===== src/rtl/lcd_pkg.sv =====
// lcd_pkg: shared types and constants for the LCD text controller.
//   lcd_state_t  - sequencer state encoding
//   CMD_*        - HD44780 command bytes used during configuration and addressing
//   LCD_COLS/LCD_LINES - screen geometry (2 x 16)
//   cfg_cmd()    - configuration command for a given step of the init sequence
package lcd_pkg;

  typedef enum logic [3:0] {
    PWR_WAIT,
    INIT_WAIT,
    CFG_SEND,
    CFG_WAIT,
    CLR_DELAY,
    IDLE,
    ADDR_SEND,
    ADDR_WAIT,
    CHAR_SEND,
    CHAR_WAIT
  } lcd_state_t;

  localparam logic [7:0] CMD_FUNC_SET = 8'h28;
  localparam logic [7:0] CMD_ENTRY    = 8'h06;
  localparam logic [7:0] CMD_DISP_ON  = 8'h0C;
  localparam logic [7:0] CMD_CLEAR    = 8'h01;
  localparam logic [7:0] CMD_LINE0    = 8'h80;
  localparam logic [7:0] CMD_LINE1    = 8'hC0;

  localparam int LCD_COLS  = 16;
  localparam int LCD_LINES = 2;

  // Clear-display is deliberately last: it is the only command that needs
  // the long post-command delay.
  function automatic logic [7:0] cfg_cmd(input logic [1:0] idx);
    case (idx)
      2'd0:    cfg_cmd = CMD_FUNC_SET;
      2'd1:    cfg_cmd = CMD_ENTRY;
      2'd2:    cfg_cmd = CMD_DISP_ON;
      default: cfg_cmd = CMD_CLEAR;
    endcase
  endfunction

endpackage


===== src/rtl/lcd_text_controller.sv =====
// lcd_text_controller: byte sequencer in front of the LCD physical-layer driver.
// Issues the driver init request after the power-on delay, sends the four
// configuration commands, waits out the clear-display time, then rewrites the
// 2x16 screen (address byte + 16 characters per line) whenever refresh is seen.
//
// Ports:
//   clk            system clock, rising edge
//   reset          asynchronous, active-low reset
//   refresh        one-cycle request to rewrite the whole screen
//   char_data      character code for char_addr (combinational from formatter)
//   init_done      one-cycle done pulse from the driver for do_init
//   send_data_done one-cycle done pulse from the driver for do_send_data
//   char_addr      character index {line, col}
//   do_init        one-cycle init request to the driver
//   do_send_data   one-cycle byte request to the driver
//   data_to_send   byte for the driver, held from request until done
//   lcdrs_out      0 = command, 1 = character, held with data_to_send
//   ready          configured, idle and no refresh pending
//
// state     | meaning
// ----------+-----------------------------------------------------------
// PWR_WAIT  | power-on delay, then pulse do_init
// INIT_WAIT | waiting for init_done
// CFG_SEND  | issue configuration command cfg_idx
// CFG_WAIT  | waiting for done of a configuration command
// CLR_DELAY | clear-display execution delay
// IDLE      | ready; start a screen write when a refresh is pending
// ADDR_SEND | issue DDRAM address for the current line
// ADDR_WAIT | waiting for done of the address byte
// CHAR_SEND | capture char_data and issue it
// CHAR_WAIT | waiting for done of a character byte
module lcd_text_controller
  import lcd_pkg::*;
#(
  parameter int POWERON_WAIT = 750000,
  parameter int CLEAR_WAIT   = 100000,
  parameter int CNT_W        = 20
) (
  input  logic       clk,
  input  logic       reset,
  input  logic       refresh,
  input  logic [7:0] char_data,
  input  logic       init_done,
  input  logic       send_data_done,
  output logic [4:0] char_addr,
  output logic       do_init,
  output logic       do_send_data,
  output logic [7:0] data_to_send,
  output logic       lcdrs_out,
  output logic       ready
);

  localparam int                LINE_W    = $clog2(LCD_LINES);
  localparam int                COL_W     = $clog2(LCD_COLS);
  localparam logic [CNT_W-1:0]  PWR_TC    = CNT_W'(POWERON_WAIT - 1);
  localparam logic [CNT_W-1:0]  CLR_TC    = CNT_W'(CLEAR_WAIT - 1);
  localparam logic [COL_W-1:0]  COL_LAST  = COL_W'(LCD_COLS - 1);
  localparam logic [LINE_W-1:0] LINE_LAST = LINE_W'(LCD_LINES - 1);

  lcd_state_t        state;
  logic [CNT_W-1:0]  cnt;
  logic [1:0]        cfg_idx;
  logic [LINE_W-1:0] line;
  logic [COL_W-1:0]  col;
  logic              pending;

  // line/col are flops, so the formatter address is already registered and
  // valid for the whole CHAR_SEND cycle.
  assign char_addr = {line, col};

  always_ff @(posedge clk or negedge reset) begin
    if (!reset) begin
      state        <= PWR_WAIT;
      cnt          <= '0;
      cfg_idx      <= '0;
      line         <= '0;
      col          <= '0;
      pending      <= 1'b0;
      do_init      <= 1'b0;
      do_send_data <= 1'b0;
      data_to_send <= 8'h00;
      lcdrs_out    <= 1'b0;
      ready        <= 1'b0;
    end else begin
      do_init      <= 1'b0;
      do_send_data <= 1'b0;
      ready        <= 1'b0;
      if (refresh) pending <= 1'b1;

      case (state)
        PWR_WAIT: begin
          if (cnt == PWR_TC) begin
            cnt     <= '0;
            do_init <= 1'b1;
            state   <= INIT_WAIT;
          end else begin
            cnt <= cnt + 1'b1;
          end
        end
        INIT_WAIT: begin
          if (init_done) begin
            cfg_idx <= '0;
            state   <= CFG_SEND;
          end
        end
        CFG_SEND: begin
          data_to_send <= cfg_cmd(cfg_idx);
          lcdrs_out    <= 1'b0;
          do_send_data <= 1'b1;
          state        <= CFG_WAIT;
        end
        CFG_WAIT: begin
          if (send_data_done) begin
            if (cfg_idx == 2'd3) begin
              cnt   <= '0;
              state <= CLR_DELAY;
            end else begin
              cfg_idx <= cfg_idx + 2'd1;
              state   <= CFG_SEND;
            end
          end
        end
        CLR_DELAY: begin
          if (cnt == CLR_TC) begin
            cnt   <= '0;
            state <= IDLE;
          end else begin
            cnt <= cnt + 1'b1;
          end
        end
        IDLE: begin
          // A refresh arriving this very cycle is folded into the write
          // started here, so the clear below must win over the latch above.
          if (pending || refresh) begin
            pending <= 1'b0;
            line    <= '0;
            state   <= ADDR_SEND;
          end else begin
            ready <= 1'b1;
          end
        end
        ADDR_SEND: begin
          data_to_send <= (line == '0) ? CMD_LINE0 : CMD_LINE1;
          lcdrs_out    <= 1'b0;
          do_send_data <= 1'b1;
          state        <= ADDR_WAIT;
        end
        ADDR_WAIT: begin
          if (send_data_done) begin
            col   <= '0;
            state <= CHAR_SEND;
          end
        end
        CHAR_SEND: begin
          data_to_send <= char_data;
          lcdrs_out    <= 1'b1;
          do_send_data <= 1'b1;
          state        <= CHAR_WAIT;
        end
        CHAR_WAIT: begin
          if (send_data_done) begin
            if (col != COL_LAST) begin
              col   <= col + 1'b1;
              state <= CHAR_SEND;
            end else if (line != LINE_LAST) begin
              line  <= line + 1'b1;
              state <= ADDR_SEND;
            end else begin
              state <= IDLE;
            end
          end
        end
        default: state <= PWR_WAIT;
      endcase
    end
  end

endmodule


===== config.mk =====
export PLATFORM = sky130hd
export DESIGN_NAME = lcd_text_controller
export DESIGN_NICKNAME = d
export VERILOG_FILES = /design/src/rtl/lcd_pkg.sv /design/src/rtl/lcd_text_controller.sv
export SDC_FILE = /design/constraint.sdc
export NUM_CORES = 1
export LEC_CHECK = 0
export ABC_AREA = 0
export CAP_MARGIN = 20
export CORE_UTILIZATION = 40
export DETAILED_ROUTE_END_ITERATION = 16
export GPL_TIMING_DRIVEN = 0
export PLACE_DENSITY_LB_ADDON = 0.3
export SLEW_MARGIN = 20
export SYNTH_ARGS = -nofsm -noshare
export SYNTH_HDL_FRONTEND = slang
export SYNTH_SLANG_ARGS = --single-unit
export TNS_END_PERCENT = 10

===== constraint.sdc =====
create_clock -name clk -period 2.6 [get_ports clk]
set_input_delay 0.52 -clock clk [delete_from_list [all_inputs] [get_ports clk]]
set_output_delay 0.52 -clock clk [all_outputs]
set_load 0.05 [all_outputs]

Word-level counts from Yosys, hierarchy flattened
Index checks and enable logic that the tools add are counted.

storage, ports and cells
  memories kept = 0
  RAM bits = 0
  register bits after elaboration = 44
  output and inout port bits = 17
  latch bits = 0
  input bits = 13
  bits in read-only memories = 0

operators by class
  div/mod/pow operators = 0
  equality and inequality tests = 26
  shift-type cells = 0
  bitwise gates (word level) = 0
  multiply operators = 0
  mux-type cells = 41
  add/sub/neg operators = 4
  $lt $le $gt $ge = 0
  reduce and logical (&&, ||, !) cells = 16

operators with widths
  operator                 count
  $mux W20                 4
  $pmux W20 S3             1
  $mux W4                  11
  $pmux W4 S10             1
  $pmux W8 S3              1
  $ne A2 B2 Y1 const B     11
  $add A20 B1 Y20 const B  1
  $eq A20 B17 Y1 const B   1
  $eq A20 B20 Y1 const B   1
  $pmux W6 S3              1
  $eq A4 B3 Y1 const B     4
  $mux W1                  12
  $reduce_and A4 Y1        3
  $eq A4 B2 Y1 const B     2
  $eq A4 B4 Y1 const B     2
  $mux W2                  4
  $pmux W4 S2              1
  $reduce_bool A2 Y1       4
  $mux W7                  1
  $reduce_and A7 Y1        1
  $reduce_bool A3 Y1       2
  $add A4 B1 Y4 const B    1
  $eq A2 B2 Y1 const B     2
  $eq A4 B1 Y1 const B     1
  13 further kinds         14

Logic depth before layout (Yosys ltp)
  word-level depth = 5
  gate-level depth with buffers = 8
  mapped depth without buffers = 6

Worst setup path after synthesis
OpenSTA, ideal clock, no wires.

  path kind = register to register
  from = register cnt[0]
  to = register cnt[15]
  cell stages (with the launch flop) = 9
  arrival time = 2.049 ns
  path buffers = 2
  data required time = 2.496 ns
  path slack = 0.448 ns
  period minus slack after synthesis = 2.152 ns
  cells stage by stage = dfrtp_1 > ha_1 > and3_1 > and4_4 > clkbuf_1 > a31oi_4 > nand4_2 > buf_6 > o311ai_1

between the ends
  word-level cells in the longest chain between the ends = 3
  elaborated cells between the ends (all ways) = 6
  classes of those cells = add/sub (1); eq/ne (2); mux (3)

ends and longest elaborated chain
  item                                     line                                                   text
  start: declaration                       lcd_text_controller.sv:61                              logic [CNT_W-1:0] cnt;
  start signal: assignment                 lcd_text_controller.sv:97                              cnt <= cnt + 1'b1;
  start signal: assignment                 lcd_text_controller.sv:128                             cnt <= cnt + 1'b1;
  $add A20 B1 Y20 (tied with other cells)  lcd_text_controller.sv:97, lcd_text_controller.sv:128
  $mux W20, on equally long branches       lcd_text_controller.sv:124, lcd_text_controller.sv:92
  $pmux W20 S3 (*)                         lcd_text_controller.sv:90                              case (state)

Mark *: on every way between the ends. The rest lies on a longest branch, timed or not.
A chain may end at the register's enable or synchronous reset.

Worst setup path in the final report
Same ends and word-level chain as after synthesis.

==> flow_summary.rst <==
.. list-table::
   :header-rows: 1

   * - Metric
     - Value
   * - Result of the run
     - complete, no violations
   * - Fraction of post-synthesis cell area in the top cell type by area
     - 0.376
   * - Most frequent cells after synthesis
     - sky130_fd_sc_hd__dfrtp_1 (44), sky130_fd_sc_hd__inv_1 (27), sky130_fd_sc_hd__nand2_1 (27), sky130_fd_sc_hd__o21ai_0 (20)
   * - Arrival @ worst endpoint
     - about 2500 ps
   * - HPWL reported at the end of detailed placement
     - 5.16 mm
   * - Share of cell area taken by muxes after synthesis
     - 0.00726
   * - N_diodes
     - 0
   * - Simple-gate share of the synthesized area
     - 0.253
   * - Net count reported at finish
     - 372
   * - Yosys cell types
     - 59
   * - Non-filler instance count after layout
     - 447
   * - Number of buffers inserted for hold repair after clock tree synthesis
     - 0
   * - Syn_area_per_cell
     - 9.29 um2
   * - Final-layout worst hold slack
     - between 150 and 200 ps
   * - Effective utilization at floorplan
     - 0.422
   * - Final design area excluding fillers
     - between 3000 and 4000 um2
   * - Relative slew slack
     - 0.485
   * - Clock tree from TritonCTS
     - built
   * - Final TNS setup
     - 0 ps
   * - Root buffer selected by CTS
     - sky130_fd_sc_hd__clkbuf_8
   * - Combinational family with the most area after synthesis
     - simple AND/OR/NAND/NOR gates
   * - Share of the clock period used by the worst path after layout
     - 0.878
   * - Fmax
     - roughly 0.44 GHz
   * - Area leader, netlist
     - sky130_fd_sc_hd__dfrtp_1
   * - Crit path max-delay cell type
     - sky130_fd_sc_hd__dfrtp_1
   * - Gr ovfl total
     - 0
   * - Residual antenna-violating net count after detailed routing
     - 0
   * - Number of antenna violations at the first check in global routing
     - 0
   * - Worst supply voltage drop on vdd
     - between 0.15 and 0.2 mV
   * - Post-detailed-route DRC marker count
     - 0
   * - Number of enable-type register cells in the synthesized netlist
     - 0
   * - Type of origin of the critical path
     - register
   * - Setup repair after global routing missed its margin
     - no
   * - Placer Congestion
     - a little over 0.9
   * - Layout-stage area growth over the synthesis result
     - 17.7%
   * - Number of warnings reported in the yosys synthesis log
     - 0
   * - Critical path, cell by cell
     - ha_2 -> and3_1 -> and4_4 -> a31oi_4 -> nand4_2 -> buf_6 -> o311ai_1
   * - Adder-cell share of the synthesized area
     - 0.0342
   * - Clock slew at the register clock pins of the worst setup and hold paths
     - 90 ps
   * - Storage element area
     - ~1100 um2
   * - Flop and latch count out of synthesis
     - 44
   * - Number of maximum-capacitance violations
     - 0
   * - Via count of the first global-routing pass
     - 2549
   * - Hold crit path type
     - in -> async
   * - Placed insts
     - around 440
   * - Final setup violation count
     - 0
   * - Clock sink total
     - 44
   * - Area post-placement
     - roughly 3400 um2
   * - Crit Path Category
     - reg -> reg
   * - Total via count in the routed design
     - roughly 2.6k
   * - Detailed-router iteration count before antenna repair
     - 5
   * - Post-synth design cell area
     - ~2900 um2
   * - Fraction of registers with async set/reset
     - 1.00
   * - Die extent in x
     - about 88 um
   * - Number of buffers on the longest clock path
     - 2
   * - Delay of the slowest critical-path stage
     - 490 ps
   * - Mapped Nets
     - 336
   * - Maximum number of pins on one net before global-route repair
     - 24
   * - Core area
     - around 6900 um2
   * - Post-layout utilization of the core
     - 0.496
   * - Aggregate routed wire length
     - a little over 7 mm
   * - I/O pin cnt
     - 30
   * - Worst slack at placement
     - 62.6 ps
   * - Clock latency of the later-clocked register in the worst-skew pair
     - around 300 ps
   * - Critical path fanouts, max
     - 10
   * - Post-Synth XOR/XNOR Area
     - 0
   * - Fill cell instance count of the final layout
     - 656
   * - Number of core rows
     - 30
   * - DIE HEIGHT
     - between 80 and 90 um
   * - Maximum level of the CTS H-tree
     - 2
   * - First DRT Iteration DRCs
     - 214
   * - Area of combinational cells with multiple inputs
     - roughly 1500 um2
   * - Compound-cell area share of the yosys netlist
     - 0.229
   * - Instance count of the mapped netlist
     - about 320
   * - Average wire per cell in the routed design
     - 16.2 um
   * - DR vias/cell
     - just under 6
   * - Portion of the post-synthesis area used by sequential elements
     - 0.376
   * - Final worst slack
     - between 300 and 400 ps
   * - Wire length of the first global-routing pass
     - 12.4 mm
   * - Quantity of I/O buffers inserted on ports
     - 29
   * - Total die area
     - 7670 um2
   * - Tot GR Track Use
     - 0.206
   * - Share of cells above drive strength 1
     - 0.123
   * - Total design power
     - 1.15 mW
   * - Data required time of the worst path
     - ~2800 ps
   * - Final count of hold timing violations
     - 0
   * - Shortest period the worst path allows
     - ~2300 ps
   * - Cell types occupying the most area after synthesis
     - sky130_fd_sc_hd__dfrtp_1 (38%), sky130_fd_sc_hd__clkbuf_8 (4.2%), sky130_fd_sc_hd__a41oi_2 (3.9%)
   * - Worst-case clock skew
     - 9.22 ps
   * - Cell with the most instances after synthesis
     - sky130_fd_sc_hd__dfrtp_1
   * - Slew at the pin closest to its max-slew limit
     - roughly 770 ps
   * - Ratio of total power to cell area
     - 334 nW/um2
   * - TritonCTS Buffers
     - 5
   * - Kind of capture point of the worst setup path
     - register
   * - Number of slew-limit violations in the final report
     - 0
   * - Total leakage power
     - 1.39 nW
   * - Main synth FF type
     - sky130_fd_sc_hd__dfrtp_1
-- cell families after synthesis --
logic type / Yosys count
buffers and inverters: 48
flip-flops: 44
AO/OA/AOI/OAI: 87
multiplexers: 2
adder cells (fa/ha/maj): 8
AND/OR/NAND/NOR: 126
-- layout by cell type (no fill, tap or decap), types with 3 or more instances in the layout --
| cell | count |
|---|---|
| sky130_fd_sc_hd__dfrtp_1 | 44 |
| sky130_fd_sc_hd__clkdlybuf4s50_1 | 28 |
| sky130_fd_sc_hd__inv_1 | 27 |
| sky130_fd_sc_hd__nand2_1 | 27 |
| sky130_fd_sc_hd__o21ai_0 | 20 |
| sky130_fd_sc_hd__nor2_1 | 16 |
| sky130_fd_sc_hd__o22ai_1 | 16 |
| sky130_fd_sc_hd__nand3_1 | 15 |
| sky130_fd_sc_hd__nand4_1 | 15 |
| sky130_fd_sc_hd__clkbuf_8 | 14 |
| sky130_fd_sc_hd__nand2b_1 | 11 |
| sky130_fd_sc_hd__a21oi_1 | 7 |
| sky130_fd_sc_hd__a41oi_2 | 7 |
| sky130_fd_sc_hd__a41oi_1 | 7 |
| sky130_fd_sc_hd__ha_1 | 7 |
| sky130_fd_sc_hd__clkbuf_1 | 6 |
| sky130_fd_sc_hd__and3_1 | 6 |
| sky130_fd_sc_hd__nor4_1 | 5 |
| sky130_fd_sc_hd__nor3_1 | 5 |
| sky130_fd_sc_hd__a22oi_1 | 4 |
| sky130_fd_sc_hd__a222oi_1 | 4 |
| sky130_fd_sc_hd__buf_6 | 3 |
| sky130_fd_sc_hd__nor2b_1 | 3 |
| sky130_fd_sc_hd__a31oi_1 | 3 |
-- layer usage --
| layer | global-route usage | up-vias | share of wire |
|---|---|---|---|
| met3 | 0.0349 | 13 | 0.055 |
| met5 | 0 | - | 0 |
| met4 | 0.0626 | 0 | 0.016 |
| li1 | - | 1261 | - |
| met1 | 0.276 | 1250 | 0.46 |
| met2 | 0.342 | 97 | 0.47 |
-- path summary, 6_finish.rpt --
path                                  from              end  slack [ps]  cells after the start
max                                 cnt[0]          cnt[15]         320                      7
min                                  reset             line         190                      1
max reg2reg                         cnt[0]          cnt[15]         320                      7
min reg2reg                data_to_send[5]  data_to_send[5]         500                      2
max in group asynchronous            reset       cfg_idx[1]        1900                      2
min in group clk           data_to_send[5]  data_to_send[5]         500                      2
-- cell type report --
| type | instances | area share |
|---|---|---|
| clock inverters | 1 | 0.00145 |
| clock buffers | 6 | 0.0211 |
| plain buffers | 19 | 0.0545 |
| inverters | 28 | 0.0305 |
| flip-flops and latches | 44 | 0.320 |
| well taps | 96 | 0.0349 |
| repair buffers | 30 | 0.0886 |
| multi-input cells | 223 | 0.450 |
-- sequential cells by signal, summed over array words and instances, names as in the netlist --
register and count:
cfg_idx 2, cnt 20, col 4, data_to_send 8
do_init 1, do_send_data 1, lcdrs_out 1, line 1
pending 1, ready 1, state 4
-- repair_timing --
| item | CTS | global route |
|---|---|---|
| buffers inserted | 0 | 0 |
| endpoints found under the setup margin | 0 | 22 |
| endpoints found under the hold margin | 0 | 0 |
| resized for setup | 0 | 3 |
-- where the power goes --
part	leakage, nW	switching [mW]	total [mW]	internal (mW)
Combinational	0.777	0.0227	0.0437	0.0210
Clock	0.0410	0.238	0.421	0.183
Sequential	0.571	0.00198	0.686	0.685
-- critical path, delay by kind of cell (launching register included) --
family	cells	cell delay [ps]
buffers and inverters	1	190
adder cells (fa/ha/maj)	1	270
AND/OR/NAND/NOR	3	620
flip-flops	1	490
AO/OA/AOI/OAI	2	600
No activity file was read; power rests on OpenSTA's default activity.
